==> config.mk <==
export PLATFORM = sky130hd
export DESIGN_NAME = clk_div_ctrl
export DESIGN_NICKNAME = d
export VERILOG_FILES = /design/src/rtl/clk_div_ctrl.sv
export SDC_FILE = /design/constraint.sdc
export NUM_CORES = 1
export LEC_CHECK = 0
export CORE_MARGIN = 10
export CORE_UTILIZATION = 51
export DETAILED_ROUTE_END_ITERATION = 12
export GPL_TIMING_DRIVEN = 0
export PLACE_DENSITY = 0.87
export SLEW_MARGIN = 20
export SYNTH_ARGS = -nofsm -noshare
export SYNTH_HDL_FRONTEND = slang
export SYNTH_SLANG_ARGS = --single-unit
export TNS_END_PERCENT = 20
==> constraint.sdc <==
create_clock -name i_clk_FPGA -period 3.35 [get_ports i_clk_FPGA]
set_input_delay 0.5025 -clock i_clk_FPGA [delete_from_list [all_inputs] [get_ports i_clk_FPGA]]
set_output_delay 0.5025 -clock i_clk_FPGA [all_outputs]
set_load 0.02 [all_outputs]
==> src/rtl/clk_div_ctrl.sv <==
// clk_div_ctrl: start/stop sequencer and valid/ready ratio loader for the programmable divider.
// Optional CLK_DIV_BURST_EN: auto-stop after i_burst_len o_clk rises, signalled by o_done.
module clk_div_ctrl #(
  parameter int unsigned DIV_W     = 16,
  parameter int unsigned RESET_DIV = 25000,
  parameter int unsigned BURST_W   = 8
) (
  input  logic               i_clk_FPGA,
  input  logic               i_reset,
  input  logic               i_start,
  input  logic               i_stop,
  input  logic               i_cfg_valid,
  input  logic [DIV_W-1:0]   i_cfg_div,
  output logic               o_cfg_ready,
  input  logic [BURST_W-1:0] i_burst_len,
  output logic               o_clk,
  output logic               o_tick,
  output logic               o_busy,
  output logic               o_cfg_err,
  output logic               o_done
);

  localparam logic [DIV_W-1:0] ResetDiv = DIV_W'(RESET_DIV);
  localparam logic [DIV_W-1:0] DivOne   = DIV_W'(1);

  typedef enum logic [1:0] {StIdle, StRun, StDrain} state_e;

  state_e           state_q, state_d;
  logic [DIV_W-1:0] cnt_q, cnt_d;
  logic [DIV_W-1:0] div_q, div_d;
  logic [DIV_W-1:0] shadow_q, shadow_d;
  logic             shadow_vld_q, shadow_vld_d;
  logic             clk_q, clk_d;
  logic             tick_q, tick_d;
  logic             err_q, err_d;
  logic             at_end, fall, go, burst_hit, to_idle;

  assign at_end = (cnt_q == div_q - DivOne);
  assign fall   = (state_q != StIdle) && at_end && clk_q;
  assign go     = i_start && !i_stop;

  always_comb begin
    state_d      = state_q;
    cnt_d        = cnt_q;
    div_d        = div_q;
    shadow_d     = shadow_q;
    shadow_vld_d = shadow_vld_q;
    clk_d        = clk_q;
    tick_d       = 1'b0;
    err_d        = 1'b0;
    to_idle      = 1'b0;

    unique case (state_q)
      StIdle: begin
        cnt_d = '0;
        clk_d = 1'b0;
        if (shadow_vld_q) begin
          div_d        = shadow_q;
          shadow_vld_d = 1'b0;
        end
        if (go) begin
          state_d = StRun;
        end
      end
      StRun, StDrain: begin
        if (at_end) begin
          cnt_d  = '0;
          clk_d  = !clk_q;
          tick_d = !clk_q;
        end else begin
          cnt_d = cnt_q + DivOne;
        end
        // The high phase in flight finishes on the old ratio; the new one starts with the low phase.
        if (fall && shadow_vld_q) begin
          div_d        = shadow_q;
          shadow_vld_d = 1'b0;
        end
        if (state_q == StDrain) begin
          to_idle = fall;
        end else if (i_stop || burst_hit) begin
          if (!clk_q && (cnt_q == '0) && !burst_hit) begin
            // Sitting on a period boundary: nothing to finish, stop without emitting an edge.
            to_idle = 1'b1;
            cnt_d   = '0;
            clk_d   = 1'b0;
            tick_d  = 1'b0;
          end else if (fall) begin
            to_idle = 1'b1;
          end else begin
            state_d = StDrain;
          end
        end
        if (to_idle) begin
          state_d = StIdle;
        end
      end
      default: state_d = StIdle;
    endcase

    if (i_cfg_valid && !shadow_vld_q) begin
      if (i_cfg_div != '0) begin
        shadow_d     = i_cfg_div;
        shadow_vld_d = 1'b1;
      end else begin
        err_d = 1'b1;
      end
    end
  end

  always_ff @(posedge i_clk_FPGA or negedge i_reset) begin
    if (!i_reset) begin
      state_q      <= StIdle;
      cnt_q        <= '0;
      div_q        <= ResetDiv;
      shadow_q     <= '0;
      shadow_vld_q <= 1'b0;
      clk_q        <= 1'b0;
      tick_q       <= 1'b0;
      err_q        <= 1'b0;
    end else begin
      state_q      <= state_d;
      cnt_q        <= cnt_d;
      div_q        <= div_d;
      shadow_q     <= shadow_d;
      shadow_vld_q <= shadow_vld_d;
      clk_q        <= clk_d;
      tick_q       <= tick_d;
      err_q        <= err_d;
    end
  end

`ifdef CLK_DIV_BURST_EN
  localparam logic [BURST_W-1:0] BurstOne = BURST_W'(1);

  logic [BURST_W-1:0] blen_q, blen_d;
  logic [BURST_W-1:0] bcnt_q, bcnt_d;
  logic               done_q, done_d;
  logic               rise;

  assign rise      = (state_q != StIdle) && at_end && !clk_q;
  // The final rise of a burst is treated exactly like a stop sampled on that edge.
  assign burst_hit = rise && (blen_q != '0) && (bcnt_q == blen_q - BurstOne);

  always_comb begin
    blen_d = blen_q;
    bcnt_d = bcnt_q;
    done_d = to_idle && (blen_q != '0);
    if (state_q == StIdle) begin
      if (go) begin
        blen_d = i_burst_len;
        bcnt_d = '0;
      end
    end else if (rise) begin
      bcnt_d = bcnt_q + BurstOne;
    end
  end

  always_ff @(posedge i_clk_FPGA or negedge i_reset) begin
    if (!i_reset) begin
      blen_q <= '0;
      bcnt_q <= '0;
      done_q <= 1'b0;
    end else begin
      blen_q <= blen_d;
      bcnt_q <= bcnt_d;
      done_q <= done_d;
    end
  end

  assign o_done = done_q;
`else
  logic unused_burst_len;
  assign unused_burst_len = ^i_burst_len;
  assign burst_hit        = 1'b0;
  assign o_done           = 1'b0;
`endif

  assign o_clk       = clk_q;
  assign o_tick      = tick_q;
  assign o_busy      = (state_q != StIdle);
  assign o_cfg_ready = !shadow_vld_q;
  assign o_cfg_err   = err_q;

endmodule

======== After elaboration in Yosys (flattened, before gate mapping) ========
Index checks and enable logic that the tools add are counted.
storage, ports and cells
  register bits ........................... 54
  word-level logic and storage cells ...... 74
  output and inout bits ................... 6
cells by class
  equal/unequal tests ..................... 10
  $add $sub $neg .......................... 2
  muxes and demuxes ....................... 36
  reductions and logical operators ........ 18
operator list
  operator                 count
  $mux W16                 6
  $pmux W16 S2             2
  $mux W1                  19
  $add A16 B1 Y16 const B  1
  $eq A16 B16 Y1           1
  $logic_not A16 Y1        1
  $reduce_bool A16 Y1      1
  $sub A16 B1 Y16 const B  1
  $mux W2                  6
  $ne A3 B3 Y1 const B     4
  $logic_and A1 B1 Y1      6
  $ne A2 B2 Y1 const B     3
  $reduce_and A5 Y1        1
  $pmux W1 S2              2
  $pmux W2 S2              1
  $reduce_bool A2 Y1       2
  $logic_not A1 Y1         3
  $reduce_and A3 Y1        1
  $eq A2 B1 Y1 const B     1
  $eq A2 B2 Y1 const B     1
  $logic_not A2 Y1         1
  $reduce_and A2 Y1        1
  $reduce_or A2 Y1         1

======== Longest topological paths before layout ========
  depth after elaboration ................. 11
  depth in mapped cells ................... 13
  depth with buffers taken out ............ 10

======== Least setup slack after synthesis ========
No wires, ideal clock.
  kind .................................... flip-flop to flip-flop
  start point ............................. register div_q[0]
  end point ............................... register div_q[0]
  stages on the path, launching flop included .. 14
  arrival ................................. 3.037 ns
  clock period less this slack ............ 3.162 ns
  buffers on the path ..................... 3
  library setup time ...................... 0.125 ns
  setup slack ............................. 0.188 ns
  cells stage by stage .................... dfrtp_1 inv_1 ha_1 or4b_1 buf_2 nor4_2 a31oi_1 a31o_1 a2111o_1 nor3_2 a31o_1 buf_6 buf_12 mux2_4
between the ends
  longest elaborated chain between the ends .. 7
ends and longest elaborated chain
  item                               RTL line  source
  start: declaration                 30        logic [DIV_W-1:0] div_q, div_d;
  start signal: assignment           114       div_q <= ResetDiv;
  start signal: assignment           123       div_q <= div_d;
  $sub A16 B1 Y16                    38        assign at_end = (cnt_q == div_q - DivOne);
  $eq A16 B16 Y1                     38
  $logic_and A1 B1 Y1 (2 in series)  39        assign fall = (state_q != StIdle) && at_end && clk_q;
  $logic_and A1 B1 Y1                74        if (fall && shadow_vld_q) begin
  $ne A2 B2 Y1 (no line)             n/a
  $reduce_and A3 Y1 (no line)        n/a
No other way between the ends.
A chain may end at the register's enable or synchronous reset.

======== Worst setup path after layout ========
  start point ............................. register div_q[1]
  end point ............................... register div_q[9]
The elaborated chain is that of the path after synthesis.

==> results.yml <==
run_status:
  status: "finished clean"
die:
  core_area_um2: 6350
  die_x_um: 100.7
  die_h_um: 100.7
  start_util: 0.5226
  num_rows: 29
  io_pins: 35
  floorplan.die_area_um2: 10130
hold_path:
  hp-class: "input pin to asynchronous set/reset pin"
clocking:
  insertion_delay_ps: 320
  cts_buffer_depth: 2
  cts.clk_slew.worst_paths_ps: 100
  holdBufCountCts: 0
  cts-root-buf: "clkbuf_8"
  numCtsBuffers: 5
  cts_tree: "built"
  cts_sinks: 54
  htreeDepth: 2
grt:
  antenna_found_initial: 0
  grt_pass1_wl_mm: 12.72
  grt_pass1_vias: 2603
  grtUsageMet1: 0.2030
  grt_max_degree: 55
  met3_usage: 0.02469
  track_usage: 0.1537
  gr-total-overflow: 0
  gr-usage-met2: 0.2477
  grt-busiest-layer: "met2"
logic_synthesis:
  synth_top_area_frac: 0.3620
  syn_inst: 335
  syn-cell-area_um2: 3318
  syn_area_per_cell_um2: 9.905
  synth_cell_types: 63
  async_flop_share: 1.000
  synth_edf_count: 0
  yosys_most_used_dff: "dfrtp_1"
  ys_seq_elements: 54
  synth.net_count: 371
  yosys.area.top_type: "dfrtp_1"
  ys_warn_count: 0
  ys_seq_area_frac: 0.4095
  synth.area.top_cells: "dfrtp_1 36%, mux2_2 7.1%, dfstp_2 4.8%"
detailed_routing:
  vias: 2700
  drc_errors: 0
  routed_wl_mm: 7.599
  viasPerCell: 5.934
  drt_iter0_drc: 257
  ant_nets: 0
  routedWlPerCell_um: 16.70
  dr.pass1.iters: 4
worst_setup_path:
  cp.required_ps: 3560
  critPathSlowestCell: "or4b_4"
  crit_type: "register to register"
  cp-start-kind: "register"
  crit_family: "compound AO/OA/AOI/OAI gates"
  cp.arrival_ps: 3440
  cpPeakStageDelay_ps: 530
  critPathBufInv: 4
  crit_top_cell: "buf_6"
  crit_path_max_fanout: 5
  crit_chain: "inv_2 > ha_4 > or4b_4 > buf_6 > xnor2_2 > a41o_1 > a32oi_1 > a2111o_1 > nor3_4 > a31o_1 > buf_6 > buf_6 > mux2_2"
  cp-end-kind: "register"
timing:
  finalHoldWorstSlack_ps: 213.6
  finalCriticalPeriod_ps: 3229
  timing.fmax_ghz: 0.3097
  final_max_slew_viol_count: 0
  fin_skew_ps: 6.233
  maxSlewHeadroom: 0.5457
  hold_viol: 0
  finalSetupViolations: 0
  tightest_slew_ps: 681.4
  finalCritPeriodShare: 0.9640
  tns_ps: 0
  rsz0062_at_grt: "no"
run:
  drv_cap: 0
placed_design:
  dp_hpwl_mm: 5.421
  place_congestion: 0.8743
  portBuffers: 25
  dp_cells: 437
pwr:
  power_mw: 3.133
  ir_worst_vdd_uv: 607.8
  cellLeakagePower_nw: 1.582
  p_per_area_nw_per_um2: 794.0
final_layout:
  fin_util: 0.6215
  n_antenna_cell: 0
  nNetsFinal: 413
  most-common-layout-cells: "47 x dfrtp_1, 25 x nand2_1, 24 x clkdlybuf4s50_1, 21 x mux2_2, 20 x nor2_1"
  synthToLayoutAreaGrowth_pct: 18.93
  instances_no_fill: 455
  final_common_cell: "dfrtp_1"
  drive_above_1_share: 0.2222
worst register-to-register path, cell delays in order (launching register included):
cell      delay, ps
dfrtp_1         420
inv_2            80
ha_4            130
or4b_4          530
buf_6           160
xnor2_2         120
a41o_1          170
a32oi_1          60
a2111o_1        500
nor3_4          180
a31o_1          190
buf_6           140
buf_6           120
mux2_2          330
state kept, by name (all words and copies together), names as in the netlist:
name          cells
o_tick            1
o_cfg_err         1
state_q           2
o_clk             1
shadow_q         16
shadow_vld_q      1
cnt_q            16
div_q            16
timing repair:
item	4_1_cts	5_1_grt
buffers inserted	9	2
pin swaps	4	6
endpoints found under the hold margin	0	0
cloned	1	0
setup endpoints to repair	26	26
gates resized for setup	13	11
worst paths after layout:
| kind | depth (start not counted) | endpoint | slack [ps] | startpoint |
|---|---|---|---|---|
| worst max-delay path | 13 | div_q[9] | 120 | div_q[1] |
| min in group i_clk_FPGA | 1 | div_q[5] | 510 | shadow_q[5] |
| max in group asynchronous | 1 | div_q[0] | 2650 | i_reset |
| worst min-delay path | 1 | o_cfg_err | 210 | i_reset |
| worst min register to register | 1 | div_q[5] | 510 | shadow_q[5] |
| worst max register to register | 13 | div_q[9] | 120 | div_q[1] |
synthesized netlist by cell type (4+ instances only):
library cell and number:
nor3_1 13, nand2_1 25, o21ai_0 11, clkbuf_1 13, a21oi_1 9, mux2_2 21
and2_1 4, or3_1 7, nand3_1 10, ha_1 7, mux2_4 10, nor4_1 10
xor2_1 5, inv_1 12, nand2b_1 8, buf_2 5, dfrtp_1 48, a21o_1 5
nand4_1 6, nor2_1 21, xnor2_1 9, o31ai_1 4, mux2i_1 4, dfstp_2 6
through the flow:
| step | setup slack, ps | area [um^2] |
|---|---|---|
| after detailed placement | -178.3 | 3662 |
| after floorplan | 188.0 | 3318 |
| after global placement | -109.0 | 3665 |
| after CTS | 7.276 | 3894 |
| after global routing | 7.421 | 3946 |
| final | 120.7 | 3946 |
cells by family (layout without fill, tap and decap cells):
group | count (synthesis) | after routing | share of synthesized area
AND/OR/NAND/NOR | 124 | 124 | 0.2017
AO/OA/AOI/OAI | 64 | 64 | 0.1425
flip-flops | 54 | 54 | 0.4095
buffers and inverters | 36 | 79 | 0.05317
multiplexers | 35 | 35 | 0.1286
XOR/XNOR | 14 | 14 | 0.03695
adder cells (fa/ha/maj) | 7 | 7 | 0.02639
other | 1 | 1 | 0.001130
layer usage:
| layer | share of wire | vias to the layer above |
|---|---|---|
| li1 | - | 1304 |
| met1 | 0.44 | 1314 |
| met2 | 0.50 | 75 |
| met3 | 0.051 | 7 |
| met4 | 0.012 | 0 |
| met5 | 0 | - |
where the power goes:
part / leakage, nW / switching [mW] / internal, mW
Combinational: 0.866 / 0.765 / 0.885
Sequential: 0.671 / 0.197 / 0.905
Clock: 0.0447 / 0.230 / 0.151
layout make-up:
type,instances,area [um^2]
clock buffer,5,68.82
multi-input combinational,245,1859
inverter,12,45.04
buffer,22,126.4
sequential,54,1360
fill,477,2404
clock inverter,3,25.02
tap,77,96.34
timing repair buffer,37,365.4
No activity file was read; power rests on OpenSTA's default activity.
